File: src/rtl/alu_iter.sv
// Execute-stage ALU: single-cycle logic/arithmetic, shifts iterate one bit per cycle.
// Define ALU_BARREL_SHIFT_EN to replace the iterative shifter with a one-cycle barrel shifter.
module alu_iter #(
  parameter int WIDTH   = 32,
  parameter int SHAMT_W = 5
) (
  input  logic               clk,
  input  logic               reset,
  input  logic               in_valid,
  output logic               in_ready,
  input  logic [3:0]         ALUControl,
  input  logic [WIDTH-1:0]   SrcA,
  input  logic [WIDTH-1:0]   SrcB,
  output logic               out_valid,
  input  logic               out_ready,
  output logic [WIDTH-1:0]   ALUResult,
  output logic               Zero
);

  typedef enum logic [1:0] {IDLE, SHIFT, DONE} state_t;

  state_t               state_q, state_d;
  logic                 accept;
  logic                 start_shift;
  logic [SHAMT_W-1:0]   shamt;
  logic [WIDTH-1:0]     comb_result;

  assign shamt       = SrcB[SHAMT_W-1:0];
  assign in_ready    = !reset && ((state_q == IDLE) || ((state_q == DONE) && out_ready));
  assign accept      = in_valid && in_ready;
  assign out_valid   = (state_q == DONE);

  function automatic logic is_shift_op(input logic [3:0] op);
    return (op == 4'b0100) || (op == 4'b0111) || (op == 4'b1000);
  endfunction

`ifdef ALU_BARREL_SHIFT_EN
  function automatic logic [WIDTH-1:0] shift_full(input logic [3:0] op,
                                                  input logic [WIDTH-1:0] a,
                                                  input logic [SHAMT_W-1:0] sh);
    logic signed [WIDTH-1:0] sa;
    sa = a;
    case (op)
      4'b0100: return a << sh;
      4'b0111: return a >> sh;
      default: return WIDTH'(sa >>> sh);
    endcase
  endfunction
`else
  function automatic logic [WIDTH-1:0] shift_one(input logic [3:0] op,
                                                 input logic [WIDTH-1:0] a);
    case (op)
      4'b0100: return {a[WIDTH-2:0], 1'b0};
      4'b0111: return {1'b0, a[WIDTH-1:1]};
      default: return {a[WIDTH-1], a[WIDTH-1:1]};
    endcase
  endfunction
`endif

  // Everything that completes in the accept cycle; shifts reaching here are either
  // barrel shifts or zero-count iterative shifts (which pass SrcA through).
  function automatic logic [WIDTH-1:0] alu_op(input logic [3:0] op,
                                              input logic [WIDTH-1:0] a,
                                              input logic [WIDTH-1:0] b);
    logic signed [WIDTH-1:0] sa, sb;
    sa = a;
    sb = b;
    case (op)
      4'b0000: return a + b;
      4'b0001: return a - b;
      4'b0010: return a & b;
      4'b0011: return a | b;
      4'b0101: return {{(WIDTH-1){1'b0}}, (sa < sb)};
      4'b0110: return a ^ b;
`ifdef ALU_BARREL_SHIFT_EN
      4'b0100, 4'b0111, 4'b1000: return shift_full(op, a, b[SHAMT_W-1:0]);
`else
      4'b0100, 4'b0111, 4'b1000: return a;
`endif
      default: return '0;
    endcase
  endfunction

  assign comb_result = alu_op(ALUControl, SrcA, SrcB);

`ifdef ALU_BARREL_SHIFT_EN
  assign start_shift = 1'b0;
`else
  logic [WIDTH-1:0]   acc_p1;
  logic [WIDTH-1:0]   acc_nxt;
  logic [SHAMT_W-1:0] cnt_p1;
  logic [3:0]         sop_p1;

  assign start_shift = is_shift_op(ALUControl) && (shamt != '0);
  assign acc_nxt     = shift_one(sop_p1, acc_p1);
`endif

  always_ff @(posedge clk) begin
    if (reset) state_q <= IDLE;
    else       state_q <= state_d;
  end

  always_comb begin
    state_d = state_q;
    case (state_q)
      IDLE, DONE: begin
        if (accept)                              state_d = start_shift ? SHIFT : DONE;
        else if ((state_q == DONE) && out_ready) state_d = IDLE;
      end
`ifndef ALU_BARREL_SHIFT_EN
      SHIFT: if (cnt_p1 == SHAMT_W'(1)) state_d = DONE;
`endif
      default: state_d = IDLE;
    endcase
  end

  // Result stage: written on accept (single-cycle ops) or on the last shift step
  always_ff @(posedge clk) begin
    if (reset) begin
      ALUResult <= '0;
      Zero      <= 1'b0;
`ifndef ALU_BARREL_SHIFT_EN
      cnt_p1    <= '0;
`endif
    end else if (accept && !start_shift) begin
      ALUResult <= comb_result;
      Zero      <= (comb_result == '0);
`ifndef ALU_BARREL_SHIFT_EN
    end else if (accept) begin
      acc_p1    <= SrcA;
      cnt_p1    <= shamt;
      sop_p1    <= ALUControl;
    end else if (state_q == SHIFT) begin
      acc_p1    <= acc_nxt;
      cnt_p1    <= cnt_p1 - SHAMT_W'(1);
      if (cnt_p1 == SHAMT_W'(1)) begin
        ALUResult <= acc_nxt;
        Zero      <= (acc_nxt == '0);
      end
`endif
    end
  end

endmodule
File: config.mk
export PLATFORM = sky130hd
export DESIGN_NAME = alu_iter
export DESIGN_NICKNAME = d
export VERILOG_FILES = /design/src/rtl/alu_iter.sv
export SDC_FILE = /design/constraint.sdc
export NUM_CORES = 1
export LEC_CHECK = 0
export ABC_AREA = 1
export BUFFER_PORTS_ARGS = -buffer_cell sky130_fd_sc_hd__buf_2
export CAP_MARGIN = 20
export CORE_ASPECT_RATIO = 1.25
export CORE_MARGIN = 2
export CORE_UTILIZATION = 45
export DETAILED_ROUTE_END_ITERATION = 8
export PLACE_DENSITY = 0.68
export SYNTH_ARGS = -nofsm -noshare
export SYNTH_HDL_FRONTEND = slang
export SYNTH_SLANG_ARGS = --single-unit
File: constraint.sdc
create_clock -name clk -period 7.3 [get_ports clk]
set_input_delay 0.365 -clock clk [delete_from_list [all_inputs] [get_ports clk]]
set_output_delay 0.365 -clock clk [all_outputs]
set_load 0.005 [all_outputs]
* After elaboration in Yosys (flattened, before gate mapping)
Index checks and enable logic that the tools add are counted.
** Storage, ports and cells
- Register bits after elaboration :: 76
- Input port bits :: 72
- Word-level logic and storage cells :: 75
** Cells by class
- Bitwise logic cells :: 5
- $add $sub $neg :: 3
- $lt $le $gt $ge :: 1
- Equality and inequality tests :: 16
- Reductions and logical operators :: 25
- Multiplexer cells :: 19
** Operators by type and width (count)
- $pmux 32 s7 :: 1
- $mux 32 :: 6
- $logic_not 32->1 :: 2
- $pmux 32 s2 :: 1
- $add 32x32->32 :: 1
- $and 32x32->32 :: 1
- $lt 32x32->1 :: 1
- $or 32x32->32 :: 1
- $sub 32x32->32 :: 1
- $xor 32x32->32 :: 1
- $eq 4x3->1 const B :: 6
- $mux 5 :: 2
- $reduce_and 3->1 :: 3
- $eq 4x2->1 const B :: 2
- $mux 2 :: 4
- $reduce_bool 2->1 :: 3
- $eq 5x1->1 const B :: 1
- $logic_and 1x1->1 :: 5
- $reduce_bool 5->1 :: 1
- $sub 5x1->5 const B :: 1
- $eq 4x1->1 const B :: 1
- $eq 4x4->1 const B :: 1
- $logic_not 4->1 :: 1
- $mux 1 :: 4
- other kinds (13) :: 18

* Longest topological paths before layout
- Depth after elaboration :: 8
- Depth in mapped cells :: 22

* Worst setup path after synthesis
No wires, ideal clock.
- Kind :: input to register
- Start :: input port reset
- End :: register acc_p1[0], enable pin
- Stages :: 11
- Data arrival time :: 3039 ps
- Path slack :: 3840 ps
- Required time :: 6879 ps
- Cells stage by stage :: buf_2 > inv_1 > o211ai_1 > inv_1 > nand2_1 > clkbuf_1 > nor2_1 > inv_1 > nand2_1 > inv_1 > nor2_1
** On the way
- Longest elaborated chain between the ends :: 6
- Elaborated cells between the ends (all ways) :: 8
- Classes of those cells :: 2 x bitwise; 6 x reduce/logical
** Ends and longest elaborated chain
- start, declared :: line 8 : input logic reset,
- $logic_not 1->1 * :: line 29 : assign in_ready = !reset && ((state_q == IDLE) || ((state_q == DONE) && out_ready));
- $logic_and 1x1->1 * :: line 29
- named net in_ready :: line 10 : output logic in_ready,
- $logic_and 1x1->1 * :: line 30 : assign accept = in_valid && in_ready;
- $logic_and 1x1->1 :: line 125 : end else if (accept && !start_shift) begin
- $not 1->1 (no line)
- $reduce_and 3->1 (no line) *
- end signal, assigned :: line 130 : acc_p1 <= SrcA;
- end signal, assigned :: line 134 : acc_p1 <= acc_nxt;
- end, declared :: line 89 : logic [WIDTH-1:0] acc_p1;
The timed path passes the listed nets; every way through them passes the cells marked *.
A chain may end at the register's enable or synchronous reset.

* Final worst setup path
- Start :: input port reset
- End :: register Zero
** On the way
- Longest elaborated chain between the ends :: 6
- Elaborated cells between the ends (all ways) :: 9
- Classes of those cells :: 1 x eq/ne; 1 x mux; 7 x reduce/logical
** Ends and longest elaborated chain
- $logic_not 1->1 :: line 29
- $logic_and 1x1->1 :: line 29
- $logic_and 1x1->1 :: line 30
- $logic_and 1x1->1 :: line 125
- $ne 2x1->1 (no line) / $reduce_bool 2->1 (equally long branches)
- $reduce_and 3->1 (no line)
- end signal, assigned :: line 127 : Zero <= (comb_result == '0);
- end signal, assigned :: line 138 : Zero <= (acc_nxt == '0);
- end, declared :: line 17 : output logic Zero
Parallel ways exist; a longest one is shown, timed or not.

==> impl_metrics.json <==
{
  "numCtsBuffers": 9,
  "die_h_um": 176,
  "port_buffers": 106,
  "cpPeakStageDelay_ns": 0.79,
  "routed_wire_length_per_instance_um": 18.1,
  "drt_iter0_markers": 1114,
  "synth_ff_type": "sky130_fd_sc_hd__dfxtp_1",
  "rsz0062_at_grt": "false",
  "setup_tns_ns": 0,
  "cpMaxStageDelayCell": "sky130_fd_sc_hd__nor2_2",
  "critical_path_depth": 14,
  "gpl.final_weighted_congestion": 0.996,
  "synth_adder_area_share_pct": 14.0,
  "multi_input_area_um2": 7240,
  "critPathKind": "in -> reg",
  "floorplan.core_area_um2": 23000,
  "starting_density_pct": 46.0,
  "gr-usage-all-layers_pct": 31.5,
  "clk_transition_reported_paths_ns": 0.06,
  "layout_worst_path_cycle_share_pct": 56.7,
  "die-width_um": 141,
  "post-route-drc-count": 0,
  "fill_cells": 2529,
  "post_synth_inst_count": 1833,
  "syn_area_per_cell_um2": 5.78,
  "critPathCapture": "Zero",
  "hold_viol": 0,
  "floorplan.die_area_um2": 24800,
  "number_of_enable_type_register_cells_in_the_synthesized_netlist": 36,
  "vias": 12031,
  "antenna_cells_inserted": 0,
  "worstSkewPairLatency_ns": 0.34,
  "syn2layout_area_growth_pct": 9.14,
  "number_of_global_route_vias_before_repair": 11009,
  "ir_drop_v": 0.000112,
  "grt_start_max_net_pins": 59,
  "report.final.slew_viol_count": 0,
  "post-route-worst-setup-slack_ns": 3.16,
  "antenna_found_initial": 0,
  "htree_levels": 3,
  "synth.area.mux_share_pct": 1.51,
  "hp-start": "ALUControl[2]",
  "rr_endpoint": "Zero",
  "hp-class": "in -> reg",
  "worst_clock_skew_ns": 0.00636,
  "cts-root-to-sink-buffers": 2,
  "most_frequent_cells_in_the_layout": "sky130_fd_sc_hd__nand2_1 (570), sky130_fd_sc_hd__inv_1 (309), sky130_fd_sc_hd__nor2_1 (172)",
  "root_buffer": "sky130_fd_sc_hd__clkbuf_16",
  "period_needed_ns": 4.14,
  "routed_wirelength_mm": 39.5,
  "leakage_nw": 6.37,
  "maxCapViolCount": 0,
  "status": "complete, no violations",
  "worstSetupStartpointType": "primary input",
  "actual_slew_at_the_worst_max_slew_pin_ns": 0.931,
  "routed_via_density": 5.50,
  "ff_latch_count_synth": 76,
  "ys_async_sr_fraction_pct": 0,
  "final_layout_size_suffix_gt1_share_pct": 8.11,
  "critical_path_arrival_ns": 4.37,
  "postCtsSetupBuffers": 0,
  "worst_path_most_repeated_cell": "sky130_fd_sc_hd__inv_1",
  "fin_nets": 2082,
  "global_route_wire_length_before_repair_mm": 60.6,
  "max_freq_mhz": 241,
  "syn-cell-area_um2": 10600,
  "worst_r2r_startpoint": "state_q[1]",
  "post_synth_num_cell_types": 48,
  "clock_tree_from_tritoncts": "yes",
  "synth_compound_area_share_pct": 16.0,
  "clock-sinks": 76,
  "detailedPlace.worstSlack_ns": 2.86,
  "synth.net_count": 2022,
  "top_level_pins": 107,
  "cts-hold-fix-buffers": 0,
  "place.detailed.hpwl_mm": 32.1,
  "crit_start": "reset",
  "worstPathMaxFanout": 58,
  "most_frequent_standard_cell_in_the_layout_excluding_fill_and_tap_cells": "sky130_fd_sc_hd__nand2_1",
  "cp.buffers_inverters": 8,
  "cp_cell_sequence": "buf_2 > inv_1 > o211ai_1 > inv_1 > nand2_1 > inv_1 > buf_4 > nand2_1 > buf_4 > inv_2 > nor2_2 > inv_1 > o21ai_0 > a21oi_2",
  "combinational_family_with_the_most_area_after_synthesis": "simple AND/OR/NAND/NOR gates",
  "r2r_slack_ns": 3.61,
  "yosys.area_share.xor_xnor_pct": 0.413,
  "drt_first_pass_iters": 7,
  "final_antenna_net_count": 0,
  "reg2regPathDepth": 13,
  "yosysSeqAreaShare_pct": 17.8,
  "maxSlewHeadroom_pct": 37.8,
  "post_synth_and_or_nand_nor_area_fraction_pct": 36.4,
  "area.sequential_um2": 1880,
  "crit_family": "buffers and inverters",
  "cp.required_ns": 7.53,
  "synth_warnings": 0,
  "setup_viol": 0,
  "row_count": 62,
  "power.density_nw_per_um2": 140,
  "overflow": 0,
  "endpoint_kind": "flip-flop",
  "cts.repair.resized": 0
}
-- metrics by stage --
stage / utilization, % / hold WS (ns) / instance area (um2) / total power [W] / std cells
2_1_floorplan: - / 0.461 / 10600 / 0.000921 / 1833
3_3_place_gp: 48.8 / 0.448 / 11200 / 0.00113 / 2170
3_5_place_dp: 48.8 / 0.454 / 11200 / 0.00114 / 2170
4_1_cts: 50.2 / 0.266 / 11600 / 0.00161 / 2186
5_1_grt: 50.2 / 0.274 / 11600 / 0.00172 / 2186
6_report: 50.2 / 0.272 / 11600 / 0.00162 / 2186
-- cell usage after synthesis, types with 2 or more instances --
library cell	count	area, um2
sky130_fd_sc_hd__a21oi_1	96	480
sky130_fd_sc_hd__and2_1	3	18.8
sky130_fd_sc_hd__o21ai_0	126	631
sky130_fd_sc_hd__a211oi_1	16	120
sky130_fd_sc_hd__nand3_1	125	626
sky130_fd_sc_hd__o211ai_1	7	52.6
sky130_fd_sc_hd__dfxtp_1	40	801
sky130_fd_sc_hd__buf_1	3	11.3
sky130_fd_sc_hd__xor2_1	4	35.0
sky130_fd_sc_hd__buf_4	2	15.0
sky130_fd_sc_hd__and3_1	2	12.5
sky130_fd_sc_hd__fa_1	2	40.0
sky130_fd_sc_hd__nand3b_1	4	30.0
sky130_fd_sc_hd__buf_2	34	170
sky130_fd_sc_hd__nand2_1	570	2140
sky130_fd_sc_hd__nand2_2	3	18.8
sky130_fd_sc_hd__clkbuf_1	22	82.6
sky130_fd_sc_hd__o22ai_1	22	138
sky130_fd_sc_hd__nor3_1	17	85.1
sky130_fd_sc_hd__o31ai_1	2	15.0
sky130_fd_sc_hd__inv_2	5	18.8
sky130_fd_sc_hd__clkbuf_2	2	10.0
sky130_fd_sc_hd__inv_1	309	1160
sky130_fd_sc_hd__or2_2	3	18.8
sky130_fd_sc_hd__o21bai_1	10	75.1
sky130_fd_sc_hd__nor4_1	3	18.8
sky130_fd_sc_hd__ha_1	115	1440
sky130_fd_sc_hd__nor2_1	173	649
sky130_fd_sc_hd__a221oi_1	7	61.3
sky130_fd_sc_hd__edfxtp_1	36	1080
sky130_fd_sc_hd__o221ai_1	5	43.8
sky130_fd_sc_hd__nand4_1	19	119
sky130_fd_sc_hd__mux2i_1	16	160
sky130_fd_sc_hd__nor2_2	9	56.3
sky130_fd_sc_hd__a31oi_1	6	37.5
sky130_fd_sc_hd__nand3_2	3	30.0
-- how the worst min path moves through the flow --
stage / endpoint / cells past startpoint
6_report: sop_p1[2] / 1
5_1_grt: sop_p1[2] / 1
4_1_cts: sop_p1[2] / 1
3_5_place_dp: ALUResult[26] / 2
3_3_place_gp: ALUResult[26] / 2
2_1_floorplan: ALUResult[0] / 2
-- per-layer routing --
metal,share of wire (%),GRT usage [%],up-vias,wire [um]
met1,43,41.7,5477,17200
met2,46,53.0,499,18200
li1,-,-,5963,-
met5,0,0,-,0
met3,6.6,2.67,92,2620
met4,3.8,12.5,0,1500
-- layout make-up --
class | instances | share of cell area (%)
Tap cell | 288 | 3.12
Multi-Input combinational cell | 1378 | 62.6
Clock buffer | 13 | 2.43
Clock inverter | 3 | 0.357
Sequential cell | 76 | 16.3
Inverter | 315 | 10.2
Timing Repair Buffer | 113 | 5.04
-- worst register-to-register path: stages (launching register included) --
cell	delay (ns)
sky130_fd_sc_hd__dfxtp_1	0.30
sky130_fd_sc_hd__inv_1	0.06
sky130_fd_sc_hd__o211ai_1	0.16
sky130_fd_sc_hd__inv_1	0.07
sky130_fd_sc_hd__nand2_1	0.50
sky130_fd_sc_hd__inv_1	0.09
sky130_fd_sc_hd__buf_4	0.31
sky130_fd_sc_hd__nand2_1	0.12
sky130_fd_sc_hd__buf_4	0.28
sky130_fd_sc_hd__inv_2	0.31
sky130_fd_sc_hd__nor2_2	0.80
sky130_fd_sc_hd__inv_1	0.27
sky130_fd_sc_hd__o21ai_0	0.27
sky130_fd_sc_hd__a21oi_2	0.05
-- flip-flops by register name, indices dropped and copies added (netlist names) --
name,count
sop_p1,4
ALUResult,32
cnt_p1,5
state_q,2
acc_p1,32
Zero,1
-- kinds of logic after synthesis --
logic type / Yosys count
fa+ha+maj: 117
compound gates: 302
xor+xnor: 5
mux: 16
flops: 76
simple gates: 938
buf+inv: 379
-- report_power, final --
| group | internal, W | switching, W | leakage [nW] | total (W) |
|---|---|---|---|---|
| clock | 0.000303 | 0.000168 | 0.155 | 0.000471 |
| combinational | 0.000198 | 0.000468 | 5.56 | 0.000665 |
| sequential | 0.000473 | 0.0000128 | 0.655 | 0.000486 |
Note: power is estimated with default switching activity, not from simulation.
